**config.mk**
```make
export PLATFORM = sky130hd
export DESIGN_NAME = com_fifo_loader
export DESIGN_NICKNAME = d
export VERILOG_FILES = /design/src/rtl/com_fifo_loader.sv
export SDC_FILE = /design/constraint.sdc
export NUM_CORES = 1
export LEC_CHECK = 0
export CAP_MARGIN = 15
export CORE_MARGIN = 1
export CORE_UTILIZATION = 55
export DETAILED_ROUTE_END_ITERATION = 10
export PLACE_DENSITY = 0.85
export RECOVER_POWER = 50
export SKIP_CTS_REPAIR_TIMING = 1
export SLEW_MARGIN = 25
export SYNTH_ARGS = -nofsm -noshare
export SYNTH_HDL_FRONTEND = slang
export SYNTH_SLANG_ARGS = --single-unit
export TNS_END_PERCENT = 5
```
**constraint.sdc**
```tcl
create_clock -name wclk -period 5.09 [get_ports wclk]
set_clock_uncertainty 0.1 [all_clocks]
set_input_delay 0.509 -clock wclk [delete_from_list [all_inputs] [get_ports wclk]]
set_output_delay 0.509 -clock wclk [all_outputs]
set_load 0.05 [all_outputs]
```
**src/rtl/com_fifo_loader.sv**
```systemverilog
// rtl/com_fifo_loader.sv - write-side command loader with 2-entry skid buffer and iteration control
module com_fifo_loader #(
  parameter int ITER_CNT_W   = 16,
  parameter int FLUSH_CYCLES = 2,
  parameter int DATA_W       = 32
) (
  input  logic                  wclk,
  input  logic                  reset,
  input  logic                  in_valid,
  output logic                  in_ready,
  input  logic [DATA_W-1:0]     in_data,
  input  logic                  in_last,
  input  logic                  iter_restart,
  input  logic                  wfull,
  output logic                  winc,
  output logic [DATA_W-1:0]     wdata,
  output logic                  replay_iter_flag,
  output logic [ITER_CNT_W-1:0] iter_cnt,
  output logic                  iter_done,
  output logic                  busy
);

  localparam int FC_W = (FLUSH_CYCLES > 1) ? $clog2(FLUSH_CYCLES) : 1;
  localparam logic [ITER_CNT_W-1:0] CNT_MAX = {ITER_CNT_W{1'b1}};

  typedef enum logic [0:0] {RUN, FLUSH} state_t;

  state_t            state;
  logic [FC_W-1:0]   flush_cnt;
  logic [1:0]        occ;
  logic [DATA_W-1:0] e0_data, e1_data;
  logic              e0_last, e1_last;
  logic              iter_wrap;
  logic              accept;

  // Restart pre-empts both sides of the buffer in the cycle it is seen.
  assign in_ready = reset && (state == RUN) && (occ != 2'd2) && !iter_restart;
  assign accept   = in_valid && in_ready;
  assign winc     = (state == RUN) && (occ != 2'd0) && !wfull && !iter_restart;
  assign wdata    = (occ != 2'd0) ? e0_data : '0;
  assign busy     = (state == FLUSH) || (occ != 2'd0);

  always_ff @(posedge wclk or negedge reset) begin
    if (!reset) begin
      state            <= RUN;
      flush_cnt        <= '0;
      occ              <= 2'd0;
      e0_data          <= '0;
      e1_data          <= '0;
      e0_last          <= 1'b0;
      e1_last          <= 1'b0;
      iter_cnt         <= '0;
      iter_wrap        <= 1'b0;
      iter_done        <= 1'b0;
      replay_iter_flag <= 1'b0;
    end else begin
      iter_done        <= 1'b0;
      replay_iter_flag <= 1'b0;
      if (iter_restart) begin
        state            <= FLUSH;
        flush_cnt        <= FC_W'(FLUSH_CYCLES - 1);
        occ              <= 2'd0;
        iter_cnt         <= '0;
        iter_wrap        <= 1'b0;
        replay_iter_flag <= 1'b1;
      end else begin
        case (state)
          FLUSH: begin
            if (flush_cnt == '0) state <= RUN;
            else                 flush_cnt <= flush_cnt - 1'b1;
          end
          default: begin
            if (winc) begin
              iter_done <= e0_last;
              iter_wrap <= e0_last;
              // First push after a completed iteration starts a fresh count.
              if (iter_wrap)               iter_cnt <= ITER_CNT_W'(1);
              else if (iter_cnt != CNT_MAX) iter_cnt <= iter_cnt + 1'b1;
            end
            case ({accept, winc})
              2'b10: begin
                if (occ == 2'd0) begin
                  e0_data <= in_data;
                  e0_last <= in_last;
                end else begin
                  e1_data <= in_data;
                  e1_last <= in_last;
                end
                occ <= occ + 2'd1;
              end
              2'b01: begin
                e0_data <= e1_data;
                e0_last <= e1_last;
                occ     <= occ - 2'd1;
              end
              2'b11: begin
                if (occ == 2'd1) begin
                  e0_data <= in_data;
                  e0_last <= in_last;
                end else begin
                  e0_data <= e1_data;
                  e0_last <= e1_last;
                  e1_data <= in_data;
                  e1_last <= in_last;
                end
              end
              default: ;
            endcase
          end
        endcase
      end
    end
  end

endmodule

```
==> results of run 1 <==
## cell families after synthesis
group,after synthesis,share of synthesized area
and+or+nand+nor,183,0.203
DFF,89,0.519
AOI/OAI and AO/OA,78,0.127
buffers and inverters,36,0.0411
muxes,36,0.0936
adders and majority gates,4,0.0117
xor gates and xnor gates,1,0.00525
## metrics by stage
| stage | std cells | worst slack (ns) | power [W] | area, um^2 |
|---|---|---|---|---|
| 6_report | 615 | 1.08 | 0.00180 | 5460 |
| 2_1_floorplan | 427 | 2.61 | 0.00115 | 4290 |
| 3_5_place_dp | 597 | 1.49 | 0.00129 | 5230 |
| 5_1_grt | 615 | 0.884 | 0.00189 | 5460 |
| 4_1_cts | 613 | 1.52 | 0.00181 | 5440 |
| 3_3_place_gp | 597 | 1.55 | 0.00127 | 5230 |
## cells in the final DEF, fill, tap and decap left out, types with 4 or more instances in the layout
cell              n
nand4_1           4
a31oi_1          33
a21oi_1          12
nand2_1          80
o21ai_0           4
nor2b_1          32
clkdlybuf4s50_1  70
inv_1            11
nor2_1           39
o31ai_1           6
dlygate4sd3_1    20
ha_1              4
mux2_1           30
dfrtp_1          89
clkbuf_8          9
or4_1             7
clkbuf_1          6
## power by group through the flow
| stage | clock (W) | sequential (W) | combinational, W |
|---|---|---|---|
| 2_1_floorplan | 0 | 0.000914 | 0.000235 |
| 3_3_place_gp | 0 | 0.000906 | 0.000364 |
| 3_5_place_dp | 0 | 0.000912 | 0.000378 |
| 4_1_cts | 0.000535 | 0.000900 | 0.000378 |
| 5_1_grt | 0.000565 | 0.000917 | 0.000412 |
| 6_report | 0.000521 | 0.000901 | 0.000375 |
## metal layers
metal	part of all wire	vias to the layer above
met4	0.016	0
li1	-	1657
met2	0.50	104
met3	0.063	16
met1	0.42	1721
met5	0	-
## Yosys cell counts, types with 4 or more instances
library cell | count | share of area
a21oi_1 | 12 | 0.014
a31oi_1 | 33 | 0.048
buf_2 | 10 | 0.012
clkbuf_1 | 10 | 0.0087
dfrtp_1 | 89 | 0.52
ha_1 | 4 | 0.012
inv_1 | 11 | 0.0096
mux2_1 | 30 | 0.079
nand2_1 | 80 | 0.070
nand4_1 | 4 | 0.0058
nor2_1 | 39 | 0.034
nor2b_1 | 32 | 0.047
o21ai_0 | 4 | 0.0047
o31ai_1 | 6 | 0.010
or4_1 | 7 | 0.012
## layout make-up
cell class	count	area, um^2
Sequential cell	89	2230
Fill cell	504	1950
Multi-Input combinational cell	302	1890
Timing Repair Buffer	97	955
Clock buffer	12	135
Tap cell	99	124
Clock inverter	4	76.3
Inverter	12	46.3
## registers in the layout, indices dropped and copies added (netlist names)
name,flops
iter_cnt,16
e0_last,1
iter_wrap,1
e1_data,32
iter_done,1
occ,2
e0_data,32
flush_cnt,1
replay_iter_flag,1
state,1
e1_last,1
## worst max-delay path by stage
stage | from | end
final | reset | in_ready
after global routing | reset | in_ready
after CTS | iter_restart | winc
after detailed placement | iter_restart | e0_data[3]
after global placement | iter_restart | winc
after floorplan | occ[1] | e1_data[10]
==> reports/qor.yml, run 1 <==
io_buffers: 90
worstSetupStartpointType: "input pin"
fin_crit_ns: 4.01
busiest_layer: "met2"
holdPathStages: 1
cp.depth: 5
slew_headroom: -0.249
areaGrowthSynthToFinish_pct: 27.2
grt_max_degree: 75
yosys_register_bits: 89
globalRoute.totalOverflow: 0
cp_data_arrival_time_ns: 3.40
use_met3: 0.0682
grt_use_met2: 0.424
rsz0062_at_grt: "no"
min-delay-start: "e1_data[19]"
synth_edf_count: 0
path_class: "input pin to output pin"
status: "complete, but fails checks"
die_w_um: 90.3
holdWs_ns: 0.392
fmax_mhz: 249
seqPwrFrac: 0.502
numCtsBuffers: 9
synth_cell_types: 45
n_antenna_cell: 0
drv_cap: 2
die_y_um: 90.3
ys_seq_area_frac: 0.519
coreArea_um2: 7410
ioPinCount: 91
tns_ns: 0
p_switching_w: 0.000516
powerDensity_nw_per_um2: 329
clkPwrFrac: 0.290
avgViaCountPerCell: 5.69
cts_tree: "built"
whs_endpoint: "e1_data[19]"
route.vias.total: 3498
reg2reg_depth: 7
tightest_slew_ns: 1.87
slowest_delay_ns: 0.87
setup_viol: 0
hpwl_mm: 6.38
grt_pass1_wl_mm: 16.5
groute.usage.overall: 0.252
clock_latency_ns: 0.35
remaining_drc_errors: 0
yosys_warnings: 0
final_util: 0.736
crit_chain: "dlygate4sd3_1 -> clkbuf_1 -> or4b_1 -> inv_1 -> clkdlybuf4s50_1"
netSwitchingFraction: 0.287
grt_use_met1: 0.308
critPathBufInv: 4
critical-path-top-delay-family: "buffers and inverters"
r2r_end: "e0_data[3]"
initial_core_util: 0.579
clockRootBuffer: "clkbuf_8"
clkTransAtPathRegs_ns: 0.08
grt_pass1_vias: 3611
drtIter0Drc: 151
wire_per_inst_um: 15.6
endpoint_kind: "output pin"
async_flop_share: 1.00
ff2ff_setup_slack_ns: 1.38
antenna_found_initial: 0
cp_max_fo: 17
htreeDepth: 3
slew_violations: 67
p_leak_nw: 2.37
finalWirelength_mm: 9.62
nets: 553
clock_path_buffers: 2
p_int_w: 0.00128
ant_nets: 0
dieArea_um2: 8160
postSynthAreaPerCell_um2: 10.0
min_path_type: "register to register"
layout-drive-gt1-share: 0.0523
crit_required_ns: 4.48
synth_ff_type: "dfrtp_1"
max-vdd-ir-drop_mv: 0.206
num_rows: 31
synth_fp_nets: 469
synth_area_um2: 4290
cts.sinks: 89
r2r-start: "occ[1]"
netlist_instances: 427
hold_violations: 0
dr.pass1.iters: 4
cpMaxStageDelayCell: "clkdlybuf4s50_1"
violations: "capacitance limit, slew limit"
power_frac_comb: 0.209
timing.final.crit_share: 0.788
gp_congestion: 0.819
(Power assumes the default switching activity.)
==> run 2, diff against run 1 <==
--- a/config.mk
+++ b/config.mk
@@ -7,9 +7,9 @@
 export LEC_CHECK = 0
 export CAP_MARGIN = 15
 export CORE_MARGIN = 1
-export CORE_UTILIZATION = 55
+export CORE_UTILIZATION = 51
 export DETAILED_ROUTE_END_ITERATION = 10
-export PLACE_DENSITY = 0.85
+export PLACE_DENSITY = 0.8
 export RECOVER_POWER = 50
 export SKIP_CTS_REPAIR_TIMING = 1
 export SLEW_MARGIN = 25
==> constraint.sdc (replaced) <==
create_clock -name wclk -period 3.8 [get_ports wclk]
set_clock_uncertainty 0.1 [all_clocks]
set_input_delay 0.38 -clock wclk [delete_from_list [all_inputs] [get_ports wclk]]
set_output_delay 0.38 -clock wclk [all_outputs]
set_load 0.05 [all_outputs]
==> reports/qor.yml, run 2 (synthesis results as in run 1) <==
timing.final.crit_share: 0.839
cts_tree: "built"
path_class: "input pin to register"
die_y_um: 93.7
clkTransAtPathRegs_ns: 0.09
dieArea_um2: 8780
powerDensity_nw_per_um2: 440
clock_latency_ns: 0.36
max-vdd-ir-drop_mv: 0.228
ff2ff_setup_slack_ns: 0.79
place_inst: 610
endpoint_kind: "register"
drv_cap: 1
num_rows: 33
r2r-start: "occ[1]"
gp_congestion: 0.836
cp_data_arrival_time_ns: 3.33
grt_pass1_vias: 3543
reg2reg_depth: 7
p_leak_nw: 2.40
place_ws_ns: 0.894
crit_chain: "dlygate4sd3_1 -> clkbuf_1 -> or4_1 -> clkinvlp_2 -> a2111oi_4 -> buf_4 -> mux2_2"
cp_max_fo: 20
ioPinCount: 91
reg.largest.list: "e0_data x32, e1_data x32, iter_cnt x16"
initial_core_util: 0.525
slew_headroom: -0.237
hold_violations: 0
globalRoute.totalOverflow: 0
min-delay-start: "flush_cnt"
hpwl_mm: 6.91
holdPathStages: 2
worstSetupStartpointType: "input pin"
fin_crit_ns: 3.19
layout-drive-gt1-share: 0.0654
fmax_mhz: 314
fillerInstances: 653
min_path_type: "register to register"
cts.sinks: 89
nets: 558
coreArea_um2: 8180
whs_endpoint: "state"
route.vias.total: 3509
groute.usage.overall: 0.249
violations: "capacitance limit, slew limit"
tns_ns: 0
cpMaxStageDelayCell: "dlygate4sd3_1"
ant_nets: 0
final_cell_mix: "dfrtp_1, nand2_1, clkdlybuf4s50_1, nor2_1, a31oi_1"
r2r_end: "e1_data[1]"
rsz0062_at_grt: "no"
grt_max_degree: 56
status: "complete, but fails checks"
grt_pass1_wl_mm: 16.8
io_buffers: 90
areaGrowthSynthToFinish_pct: 27.8
die_w_um: 93.7
wire_per_inst_um: 15.9
tightest_slew_ns: 1.86
setup_viol: 0
finalWirelength_mm: 9.96
slew_violations: 36
numCtsBuffers: 9
htreeDepth: 3
final_common_cell: "dfrtp_1"
drtIter0Drc: 158
dr.pass1.iters: 4
antenna_found_initial: 0
remaining_drc_errors: 0
clock_path_buffers: 2
slowest_delay_ns: 0.57
crit_required_ns: 3.94
fin_cells: 625
avgViaCountPerCell: 5.61
fin_ws_ns: 0.611
clockRootBuffer: "clkbuf_8"
n_antenna_cell: 0
==> run 2: metrics by stage <==
| step | utilization | power, W | hold slack [ns] | instance area (um^2) |
|---|---|---|---|---|
| CTS | 0.672 | 0.00243 | -0.0154 | 5500 |
| finish | 0.670 | 0.00241 | 0.391 | 5480 |
| global placement | 0.647 | 0.00171 | 0.363 | 5290 |
| global route | 0.670 | 0.00253 | 0.398 | 5480 |
| floorplan | - | 0.00154 | -0.0156 | 4290 |
| detailed placement | 0.647 | 0.00173 | 0.370 | 5290 |
==> run 2: worst max-delay path by stage <==
stage / startpoint / to / slack, ns
after detailed placement: iter_restart / e0_data[7] / 0.89
after floorplan: occ[1] / e1_data[10] / 1.32
final: iter_restart / e1_data[1] / 0.61
after CTS: occ[0] / in_ready / 0.71
after global placement: iter_restart / in_ready / 0.94
after global routing: iter_restart / e1_data[1] / 0.38
==> run 2: metal layers <==
layer / routed length, um / track usage / vias up
met5: 0 / 0 / -
met1: 4370 / 0.312 / 1744
met4: 126 / 0.0756 / 0
li1: - / - / 1669
met3: 493 / 0.0574 / 11
met2: 4970 / 0.429 / 85
==> run 2: layout make-up <==
type / count / area (um^2) / share of cell area
flip-flops and latches: 89 / 2230 / 0.406
clock buffers: 12 / 145 / 0.0265
repair buffers: 102 / 971 / 0.177
clock inverters: 3 / 65.1 / 0.0119
inverters: 12 / 46.3 / 0.00845
multi-input cells: 302 / 1900 / 0.346
well taps: 105 / 131 / 0.0240
==> run 2: critical path: cells and delay by family <==
family                 cells  cell delay (ns)
AOI/OAI and AO/OA          1             0.43
buffers and inverters      4             1.74
muxes                      1             0.38
and+or+nand+nor            1             0.40
==> run 2: report_power, final <==
| group | total [W] | internal, W | switching (W) |
|---|---|---|---|
| combinational | 0.000503 | 0.000227 | 0.000275 |
| sequential | 0.00120 | 0.00111 | 0.0000868 |
| clock | 0.000708 | 0.000385 | 0.000323 |
